<file path="src/rtl/rr_hold_arb_pkg.sv">
// Shared types and parameter limits for the round-robin hold-until-release arbiter.
// Imported by rr_pick and rr_hold_arbiter.
package rr_hold_arb_pkg;

  localparam int MAX_NUM_REQ    = 16;
  localparam int MAX_HOLD_LIMIT = 255;

  typedef enum logic [1:0] {
    IDLE  = 2'd0,
    GRANT = 2'd1,
    GAP   = 2'd2
  } arb_state_t;

endpackage

</file>
<file path="src/rtl/rr_hold_arbiter_pick.sv">
// rr_pick: combinational round-robin selector, first set req at or above ptr with wrap.
// Double-width masked priority select; winner index is folded back modulo NUM_REQ.
module rr_pick
  import rr_hold_arb_pkg::*;
#(
  parameter int NUM_REQ = 4,
  parameter int IW      = $clog2(NUM_REQ)
) (
  input  logic [NUM_REQ-1:0] req_i,
  input  logic [IW-1:0]      ptr_i,
  output logic [NUM_REQ-1:0] onehot_o,
  output logic [IW-1:0]      idx_o,
  output logic               any_o
);

  logic [2*NUM_REQ-1:0] dbl;
  logic [2*NUM_REQ-1:0] masked;
  logic                 found;

  always_comb begin
    dbl    = {req_i, req_i};
    masked = '0;
    // Lower copy only keeps bits at or above ptr; upper copy supplies the wrap-around.
    for (int i = 0; i < 2*NUM_REQ; i++) begin
      masked[i] = dbl[i] && (i >= int'(ptr_i));
    end

    any_o = |req_i;
    idx_o = '0;
    found = 1'b0;
    for (int i = 0; i < 2*NUM_REQ; i++) begin
      if (masked[i] && !found) begin
        found = 1'b1;
        idx_o = IW'(i % NUM_REQ);
      end
    end

    onehot_o = '0;
    if (any_o) begin
      onehot_o[idx_o] = 1'b1;
    end
  end

endmodule

</file>
<file path="src/rtl/rr_hold_arbiter.sv">
// Round-robin hold-until-release arbiter with a one-cycle dead gap after every grant.
// Optional watchdog revocation built when RR_HOLD_ARB_TIMEOUT_EN is defined.
module rr_hold_arbiter
  import rr_hold_arb_pkg::*;
#(
  parameter int NUM_REQ  = 4,
  parameter int MAX_HOLD = 16,
  parameter int IW       = $clog2(NUM_REQ)
) (
  input  logic               clk_i,
  input  logic               rst_i,
  input  logic [NUM_REQ-1:0] req_i,
  output logic [NUM_REQ-1:0] gnt_o,
  output logic [IW-1:0]      gnt_id_o,
  output logic               busy_o,
  output logic               timeout_o
);

  if (NUM_REQ < 2 || NUM_REQ > MAX_NUM_REQ ||
      MAX_HOLD < 2 || MAX_HOLD > MAX_HOLD_LIMIT) begin : g_bad_params
    $error("rr_hold_arbiter: NUM_REQ or MAX_HOLD out of range");
  end

  arb_state_t         state_q, state_d;
  logic [IW-1:0]      ptr_q, ptr_d;
  logic [NUM_REQ-1:0] gnt_q, gnt_d;
  logic [IW-1:0]      gnt_id_q, gnt_id_d;
  logic               busy_q, busy_d;

  logic [NUM_REQ-1:0] pick_onehot;
  logic [IW-1:0]      pick_idx;
  logic               pick_any;
  logic               owner_req;
  logic               wd_fire;
  logic [IW-1:0]      ptr_next;

`ifdef RR_HOLD_ARB_TIMEOUT_EN
  localparam int CW = $clog2(MAX_HOLD + 1);
  logic [CW-1:0] cnt_q, cnt_d;
  logic          timeout_q, timeout_d;

  // Counter holds (GRANT cycles so far - 1); fires on the MAX_HOLD-th cycle.
  assign wd_fire   = (cnt_q == CW'(MAX_HOLD - 1));
  assign timeout_o = timeout_q;
`else
  assign wd_fire   = 1'b0;
  assign timeout_o = 1'b0;
`endif

  rr_pick #(
    .NUM_REQ (NUM_REQ),
    .IW      (IW)
  ) u_pick (
    .req_i    (req_i),
    .ptr_i    (ptr_q),
    .onehot_o (pick_onehot),
    .idx_o    (pick_idx),
    .any_o    (pick_any)
  );

  assign owner_req = req_i[gnt_id_q];
  assign ptr_next  = (gnt_id_q == IW'(NUM_REQ - 1)) ? '0 : gnt_id_q + IW'(1);

  always_comb begin
    state_d  = state_q;
    ptr_d    = ptr_q;
    gnt_d    = gnt_q;
    gnt_id_d = gnt_id_q;
    busy_d   = busy_q;
`ifdef RR_HOLD_ARB_TIMEOUT_EN
    cnt_d     = cnt_q;
    timeout_d = 1'b0;
`endif

    case (state_q)
      IDLE, GAP: begin
        if (pick_any) begin
          state_d  = GRANT;
          gnt_d    = pick_onehot;
          gnt_id_d = pick_idx;
          busy_d   = 1'b1;
`ifdef RR_HOLD_ARB_TIMEOUT_EN
          cnt_d    = '0;
`endif
        end else begin
          state_d = IDLE;
          gnt_d   = '0;
          busy_d  = 1'b0;
        end
      end

      GRANT: begin
`ifdef RR_HOLD_ARB_TIMEOUT_EN
        cnt_d = cnt_q + CW'(1);
`endif
        if (!owner_req || wd_fire) begin
          state_d = GAP;
          ptr_d   = ptr_next;
          gnt_d   = '0;
          busy_d  = 1'b0;
`ifdef RR_HOLD_ARB_TIMEOUT_EN
          // A release in the expiry cycle wins: no timeout pulse.
          timeout_d = owner_req;
`endif
        end
      end

      default: begin
        state_d = IDLE;
        gnt_d   = '0;
        busy_d  = 1'b0;
      end
    endcase
  end

  always_ff @(posedge clk_i or posedge rst_i) begin
    if (rst_i) begin
      state_q   <= IDLE;
      ptr_q     <= '0;
      gnt_q     <= '0;
      gnt_id_q  <= '0;
      busy_q    <= 1'b0;
`ifdef RR_HOLD_ARB_TIMEOUT_EN
      cnt_q     <= '0;
      timeout_q <= 1'b0;
`endif
    end else begin
      state_q   <= state_d;
      ptr_q     <= ptr_d;
      gnt_q     <= gnt_d;
      gnt_id_q  <= gnt_id_d;
      busy_q    <= busy_d;
`ifdef RR_HOLD_ARB_TIMEOUT_EN
      cnt_q     <= cnt_d;
      timeout_q <= timeout_d;
`endif
    end
  end

  assign gnt_o    = gnt_q;
  assign gnt_id_o = gnt_id_q;
  assign busy_o   = busy_q;

endmodule

</file>
<file path="config.mk">
export PLATFORM = sky130hd
export DESIGN_NAME = rr_hold_arbiter
export DESIGN_NICKNAME = d
export VERILOG_FILES = /design/src/rtl/rr_hold_arb_pkg.sv /design/src/rtl/rr_hold_arbiter_pick.sv /design/src/rtl/rr_hold_arbiter.sv
export SDC_FILE = /design/constraint.sdc
export NUM_CORES = 1
export LEC_CHECK = 0
export ABC_AREA = 1
export CORE_UTILIZATION = 40
export DETAILED_ROUTE_END_ITERATION = 10
export GPL_ROUTABILITY_DRIVEN = 0
export PLACE_DENSITY = 0.67
export SLEW_MARGIN = 40
export SYNTH_ARGS = -nofsm -noshare
export SYNTH_HDL_FRONTEND = slang
export SYNTH_SLANG_ARGS = --single-unit
export TNS_END_PERCENT = 10
</file>
<file path="constraint.sdc">
create_clock -name clk_i -period 3.7 [get_ports clk_i]
set_clock_uncertainty 0.15 [all_clocks]
set_input_delay 0.74 -clock clk_i [delete_from_list [all_inputs] [get_ports clk_i]]
set_output_delay 0.74 -clock clk_i [all_outputs]
set_load 0.03 [all_outputs]
</file>
Word-level counts from Yosys, hierarchy flattened

Index checks and enable logic that the tools add are counted.

Bits of input ports: 6
Output and inout port bits: 8
Register bits: 11

Magnitude comparators: 6
Add/sub/neg operators: 1
Muxes and demuxes: 28
Reduce and logical (&&, ||, !) cells: 23
Bitwise logic cells: 1
Equality and inequality tests: 4

Operators by type and width:

| operator            | count |
|---|---|
| $mux 2              | 8 |
| $mux 1              | 13 |
| $logic_and 1x1->1   | 11 |
| $mux 4              | 2 |
| $pmux 4 s2          | 1 |
| $logic_not 1->1     | 7 |
| $lt 2x3->1 const B  | 2 |
| $eq 2x2->1 const B  | 2 |
| $ge 1x2->1 const A  | 2 |
| $pmux 2 s2          | 1 |
| $reduce_and 2->1    | 2 |
| $reduce_or 4->1     | 1 |
| $add 2x1->2 const B | 1 |
| $bmux 1 s2          | 1 |
| $demux 1 s2         | 1 |
| $eq 2x1->1 const B  | 1 |
| $ge 2x1->1 const B  | 1 |
| $ge 2x2->1 const A  | 1 |
| $logic_not 2->1     | 1 |
| $ne 2x2->1 const B  | 1 |
| $pmux 1 s2          | 1 |
| $reduce_or 2->1     | 1 |
| $not 1->1           | 1 |

Depth between registers and ports, before layout

Gate-level depths: netlist (run 1).

Depth in word-level cells: 30
Gate-level depth with buffers: 9
Gate-level depth less buffers: 9

Hierarchy

A second synthesis (run 1) with hierarchy kept.

Cells, all modules: 82
Area total of the unflattened synthesis: 606.8 um^2

Modules (own cells, without submodules):

| module          | sequential area each (um^2) | cells each | instances | area an instance (um^2) |
|---|---|---|---|---|
| rr_hold_arbiter | 250.2                       | 54         | 1         | 480.5 |
| rr_pick         | 0.0                         | 28         | 1         | 126.4 |

Worst setup path before layout (run 1)

Ideal clock, no wire load.

Kind: input port to flip-flop
From: input req_i[1]
To: register gnt_q[0], in the netlist gnt_o[0]
Cell stages on the path: 6
Setup time: 0.117 ns
Arrival: 1.367 ns
Path slack: 2.066 ns
Path buffers: 0
Required time: 3.433 ns
Cell sequence: nand3b_1 -> o21ai_2 -> inv_2 -> and2_4 -> nand2_1 -> nand2_1

Longest elaborated chain between the ends: 27
Elaborated cells between the ends (all ways): 38
Classes of those cells: order compare (2); eq/ne (1); mux (19); reduce/logical (16)

Ends and longest elaborated chain:

| what                                                                  | line                       | RTL |
|---|---|---|
| start: declaration                                                    | rr_hold_arbiter.sv:12      | `input logic [NUM_REQ-1:0] req_i,` |
| $logic_and 1x1->1                                                     | rr_hold_arbiter_pick.sv:25 | `masked[i] = dbl[i] && (i >= int'(ptr_i));` |
| $logic_and 1x1->1                                                     | rr_hold_arbiter_pick.sv:32 | `if (masked[i] && !found) begin` |
| $mux 1                                                                | rr_hold_arbiter_pick.sv:32 |  |
| $logic_not 1->1                                                       | rr_hold_arbiter_pick.sv:32 |  |
| $logic_and 1x1->1                                                     | rr_hold_arbiter_pick.sv:32 |  |
| $mux 1                                                                | rr_hold_arbiter_pick.sv:32 |  |
| $logic_not 1->1                                                       | rr_hold_arbiter_pick.sv:32 |  |
| $logic_and 1x1->1                                                     | rr_hold_arbiter_pick.sv:32 |  |
| [11 not listed]                                                       | n/a                        |  |
| $logic_and 1x1->1                                                     | rr_hold_arbiter_pick.sv:32 |  |
| $mux 2                                                                | rr_hold_arbiter_pick.sv:32 |  |
| $lt 2x3->1 (not written as such) / $ge 2x1->1 (equally long branches) | rr_hold_arbiter_pick.sv:40 | `onehot_o[idx_o] = 1'b1;` |
| $logic_and 1x1->1 (not written as such)                               | rr_hold_arbiter_pick.sv:40 |  |
| $mux 1 (not written as such)                                          | rr_hold_arbiter_pick.sv:40 |  |
| $demux 1 s2                                                           | n/a                        |  |
| $mux 4                                                                | rr_hold_arbiter.sv:77      | `if (pick_any) begin` |
| $pmux 4 s2                                                            | rr_hold_arbiter.sv:75      | `case (state_q)` |
| end signal: assignment                                                | rr_hold_arbiter.sv:130     | `gnt_q <= gnt_d;` |
| end: declaration                                                      | rr_hold_arbiter.sv:26      | `logic [NUM_REQ-1:0] gnt_q, gnt_d;` |

Parallel ways exist; a longest one is shown, timed or not. The select of a mux whose other input is x is not followed.
A chain may end at the register's enable or synchronous reset.

Worst setup path after layout (run 1)

From: register gnt_id_q[0], in the netlist gnt_id_o[0]
To: output gnt_id_o[0]

RTL lines:

| what                     | line                   | RTL |
|---|---|---|
| start: declaration       | rr_hold_arbiter.sv:27  | `logic [IW-1:0] gnt_id_q, gnt_id_d;` |
| start signal: assignment | rr_hold_arbiter.sv:131 | `gnt_id_q <= gnt_id_d;` |
| end: declaration         | rr_hold_arbiter.sv:14  | `output logic [IW-1:0] gnt_id_o,` |

No word-level cell between the ends.

==> results_dict.tcl, run 1 <==
set metrics [dict create \
    finalHoldViolations 0 \
    post_cts_resized 0 \
    cp.arrival_ns 1.39 \
    ys_seq_area_frac 0.445 \
    die_y_um 39.5 \
    via_per_inst 4.58 \
    syn_area_per_cell_um2 7.39 \
    h-tree-depth 1 \
    drv_cap 0 \
    min_to "gnt_o[3]" \
    synth_top_area_share 0.445 \
    hold_start "gnt_o[3]" \
    first_pass_iters 2 \
    cp.buffers_inverters 1 \
    cp_top_family "buffers and inverters" \
    ir_worst_vdd_mv 0.303 \
    ff2ff_path_depth 7 \
    io_pins 14 \
    post_cts_buffers 0 \
    antenna_found_initial 0 \
    die_w_um 39.5 \
    dp.cells 102 \
    p_int_w 0.000347 \
    seqPwrFrac 0.317 \
    ys_types 19 \
    ant_nets 0 \
    hold_buffers 0 \
    grt_max_degree 11 \
    final_common_cell "nand2_1" \
    area_growth_pct 29.8 \
    cp_cell_sequence "clkdlybuf4s50_1" \
    cts_buffers 3 \
    routedWlPerCell_um 9.67 \
    crit_fanout 6 \
    antenna_cells 0 \
    postSynthCellCount 76 \
    path_clk_slew_ns 0.06 \
    dieArea_mm2 0.00156 \
    worstSetupPathType "flip-flop to output port" \
    layout-drive-gt1-share 0.110 \
    final_net_count 99 \
    period_minus_slack_ns 2.28 \
    dp_slack_ns 1.46 \
    max_freq_mhz 438 \
    yosysTopAreaCell "dfrtp_1" \
    fin_util 0.561 \
    drc 0 \
    grt_use_total 0.156 \
    root_buffer "clkbuf_4" \
    rsz0062_at_grt "no" \
    cp_slowest_stage_delay_ns 0.70 \
    hp-class "flip-flop to flip-flop" \
    clkLatencyLatePin_ns 0.25 \
    yosys_warnings 0 \
    p_sw_w 0.000273 \
    setup-violations-final 0 \
    clock-sinks 10 \
    finalWirelength_mm 1.03 \
    p_comb_frac 0.532 \
    final_cell_mix "nand2_1, clkdlybuf4s50_1, dfrtp_1" \
    cp.depth 1 \
    synth_seq_cells 10 \
    reg2reg_to "gnt_o[0]" \
    cp_slowest_cell "clkdlybuf4s50_1" \
    synth_area_leaders "dfrtp_1, nand2_1, inv_1" \
    crit_path_start_kind "flip-flop" \
    end_kind "output port" \
    core-area_mm2 0.00130 \
    regToRegSetupSlack_ns 2.30 \
    sw_frac_of_total 0.441 \
    drt-initial-drc-count 4 \
    layout_setup_ws_ns 1.42 \
    netlist_area_um2 562 \
    port-buffer-count 12 \
    clockPowerShare 0.150 \
    fin_tns_setup_ns 0 \
    dr_total_vias 485 \
    r2r_start "gnt_id_o[0]" \
    grt_pass1_vias 426 \
    start_util 0.432 \
    grt_overflow 0 \
    rows 13 \
    grt_pass1_wl_mm 1.66 \
    final_cells 106 \
    powerDensity_mw_per_mm2 850 \
    hold_depth 2 \
    slew_violations 0 \
    finalCritPeriodShare 0.617 \
    nFillCells 127 \
    leakage_nw 0.381 \
    outcome "completed" \
    cts.path.max_buffers 2 \
    syn-num-nets 83 \
    crit_required_ns 2.81 \
    cts_tree "built" \
    dp_hpwl_um 870 \
]
==> cells by family after synthesis <==
family | share of synthesized area
AO/OA/AOI/OAI | 0.0958
buffers and inverters | 0.0802
adder cells (fa/ha/maj) | 0.0223
AND/OR/NAND/NOR | 0.350
flip-flops | 0.445
other | 0.00668
==> state kept, by name (all words and copies together), names as in the netlist <==
name,count
gnt_o,4
gnt_id_o,2
ptr_q,2
state_q,2
==> power by group through the flow <==
stage / Sequential (W) / Combinational, W / Clock [W]
floorplan: 0.000257 / 0.000163 / 0
global placement: 0.000197 / 0.000331 / 0
detailed placement: 0.000198 / 0.000334 / 0
CTS: 0.000197 / 0.000334 / 0.0000956
global route: 0.000203 / 0.000368 / 0.000101
finish: 0.000197 / 0.000330 / 0.0000932
==> worst max path at each step <==
stage / start / to
after floorplan: req_i[1] / gnt_o[0]
after global placement: req_i[1] / gnt_o[0]
after detailed placement: req_i[1] / gnt_o[0]
after CTS: gnt_id_o[0] / gnt_id_o[0]
after global routing: gnt_id_o[0] / gnt_id_o[0]
final: gnt_id_o[0] / gnt_id_o[0]
==> through the flow <==
step	instance area, µm²	total power [W]	hold slack, ns
floorplan	562	0.000420	0.324
global placement	693	0.000528	0.313
detailed placement	693	0.000532	0.319
CTS	729	0.000627	0.340
global route	729	0.000673	0.365
finish	729	0.000620	0.340
==> Yosys cell counts <==
library cell and count:
ha_1 1, o31ai_1 1, nor3b_1 1, nor3_2 1, o21ai_0 3, nand3b_1 1, conb_1 1, o21ai_1 1
or2_1 1, and2_4 1, buf_4 1, nand2_1 31, a21oi_2 1, inv_1 9, nand3_1 5, o21ai_2 2
inv_2 1, nor2_1 4, dfrtp_1 10
==> layer usage <==
layer / vias up / GRT usage / routed length [µm]
met5: - / 0 / 0
li1: 264 / - / -
met3: 0 / 0 / 16
met1: 214 / 0.213 / 481
met2: 7 / 0.266 / 527
met4: 0 / 0.0517 / 0
==> layout make-up <==
cell class,count,area (µm²),share of cell area
multi-input cells,55,267,0.365
flip-flops and latches,10,250,0.343
repair buffers,12,120,0.165
inverters,10,37.5,0.0515
clock buffers,4,36.3,0.0497
well taps,15,18.8,0.0257
(Power assumes the default switching activity.)
==> run 2: changes to the inputs <==
PLACE_DENSITY = 0.7   (was 0.67)
clock period = 2 ns   (was 3.7 ns; I/O delays follow)
==> run 2 against run 1 <==
Setup slack got worse by 1.3 ns; via count increased by 5.8%; power increased by 88%; design area increased by 1.0%; critical path type unchanged; critical endpoint is now gnt_id_o[1].
==> results_dict.tcl, run 2 (same netlist as run 1, synthesis figures left out) <==
set metrics [dict create \
    drv_cap 0 \
    grt_use_total 0.172 \
    die_y_um 39.5 \
    cp_slowest_stage_delay_ns 0.69 \
    ir_worst_vdd_mv 0.627 \
    dp_hpwl_um 903 \
    port-buffer-count 12 \
    grt_pass1_wl_mm 1.73 \
    clkLatencyLatePin_ns 0.26 \
    period_minus_slack_ns 1.91 \
    power_w 0.00117 \
    finalHoldViolations 0 \
    ant_nets 0 \
    drt-initial-drc-count 10 \
    end_kind "output port" \
    clock-sinks 10 \
    first_pass_iters 4 \
    path_clk_slew_ns 0.07 \
    max_freq_mhz 523 \
    io_pins 14 \
    cp.arrival_ns 1.36 \
    cts_tree "built" \
    finalCritPeriodShare 0.955 \
    nFillCells 134 \
    register_area_um2 250 \
    slew_violations 0 \
    start_util 0.432 \
    routedWlPerCell_um 10.1 \
    grt_max_degree 11 \
    multi_input_area_um2 267 \
    final_area_um2 737 \
    outcome "completed" \
    final_cell_mix "nand2_1, clkdlybuf4s50_1, dfrtp_1" \
    post_cts_buffers 0 \
    via_per_inst 4.79 \
    rows 13 \
    post_cts_resized 0 \
    worstSetupPathType "flip-flop to output port" \
    hold_buffers 0 \
    cts_buffers 3 \
    powerDensity_mw_per_mm2 1590 \
    grt_pass1_vias 421 \
    area_growth_pct 31.2 \
    drc 0 \
    h-tree-depth 1 \
    final_common_cell "nand2_1" \
    root_buffer "clkbuf_4" \
    cp_slowest_cell "clkdlybuf4s50_1" \
    final_net_count 100 \
    cts.path.max_buffers 2 \
    dr_total_vias 513 \
    fin_tns_setup_ns 0 \
    cp_cell_sequence "clkdlybuf4s50_1" \
    antenna_found_initial 0 \
    cp.buffers_inverters 1 \
    finalWirelength_mm 1.08 \
    dieArea_mm2 0.00156 \
    leakage_nw 0.386 \
    grt_overflow 0 \
    hp-class "input port to asynchronous set/reset pin" \
    setup-violations-final 0 \
    place_area_um2 701 \
    crit_required_ns 1.45 \
    crit_path_start_kind "flip-flop" \
    die_w_um 39.5 \
    rsz0062_at_grt "no" \
    crit_fanout 4 \
    largest_reg_flops 4 \
    layout-drive-gt1-share 0.120 \
    cp_top_family "buffers and inverters" \
    core-area_mm2 0.00130 \
    antenna_cells 0 \
]
## run 2: where the power goes
part	internal [W]	leakage [nW]	switching, W
Sequential	0.000293	0.127	0.0000626
Combinational	0.000250	0.239	0.000384
Clock	0.000110	0.0210	0.0000681
## run 2: final cells by class
cell class                 count  share of cell area
sequential                    10               0.340
tap                           15              0.0255
timing repair buffer          13               0.173
multi-input combinational     55               0.362
inverter                      10              0.0509
clock buffer                   4              0.0492
## run 2: metrics by stage
step	utilization	setup WS, ns	cells	hold WS [ns]
6_report	0.566	0.0891	107	0.250
5_1_grt	0.566	0.0578	107	0.290
4_1_cts	0.566	0.0836	107	0.270
3_5_place_dp	0.538	0.0993	103	0.316
3_3_place_gp	0.538	0.0988	103	0.312
2_1_floorplan	-	0.598	76	0.0902
## run 2: per-layer routing
metal  part of all wire  GRT usage  wire, µm  up-vias
met5                  0          0         0        -
met4              0.012      0.103        13        0
met3              0.044     0.0170        48        2
met2               0.50      0.275       544       16
met1               0.44      0.221       476      226
li1                   -          -         -      269
## run 2: worst paths after layout
check	from	endpoint	slack, ns	cells past startpoint
max	gnt_id_o[1]	gnt_id_o[1]	0.09	1
min	rst_i	gnt_o[1]	0.25	2
max reg2reg	gnt_id_o[0]	gnt_o[3]	0.53	8
min reg2reg	gnt_o[2]	gnt_o[2]	0.33	2
max in group asynchronous	rst_i	ptr_q[1]	1.18	2
min in group clk_i	gnt_o[2]	gnt_o[2]	0.33	2
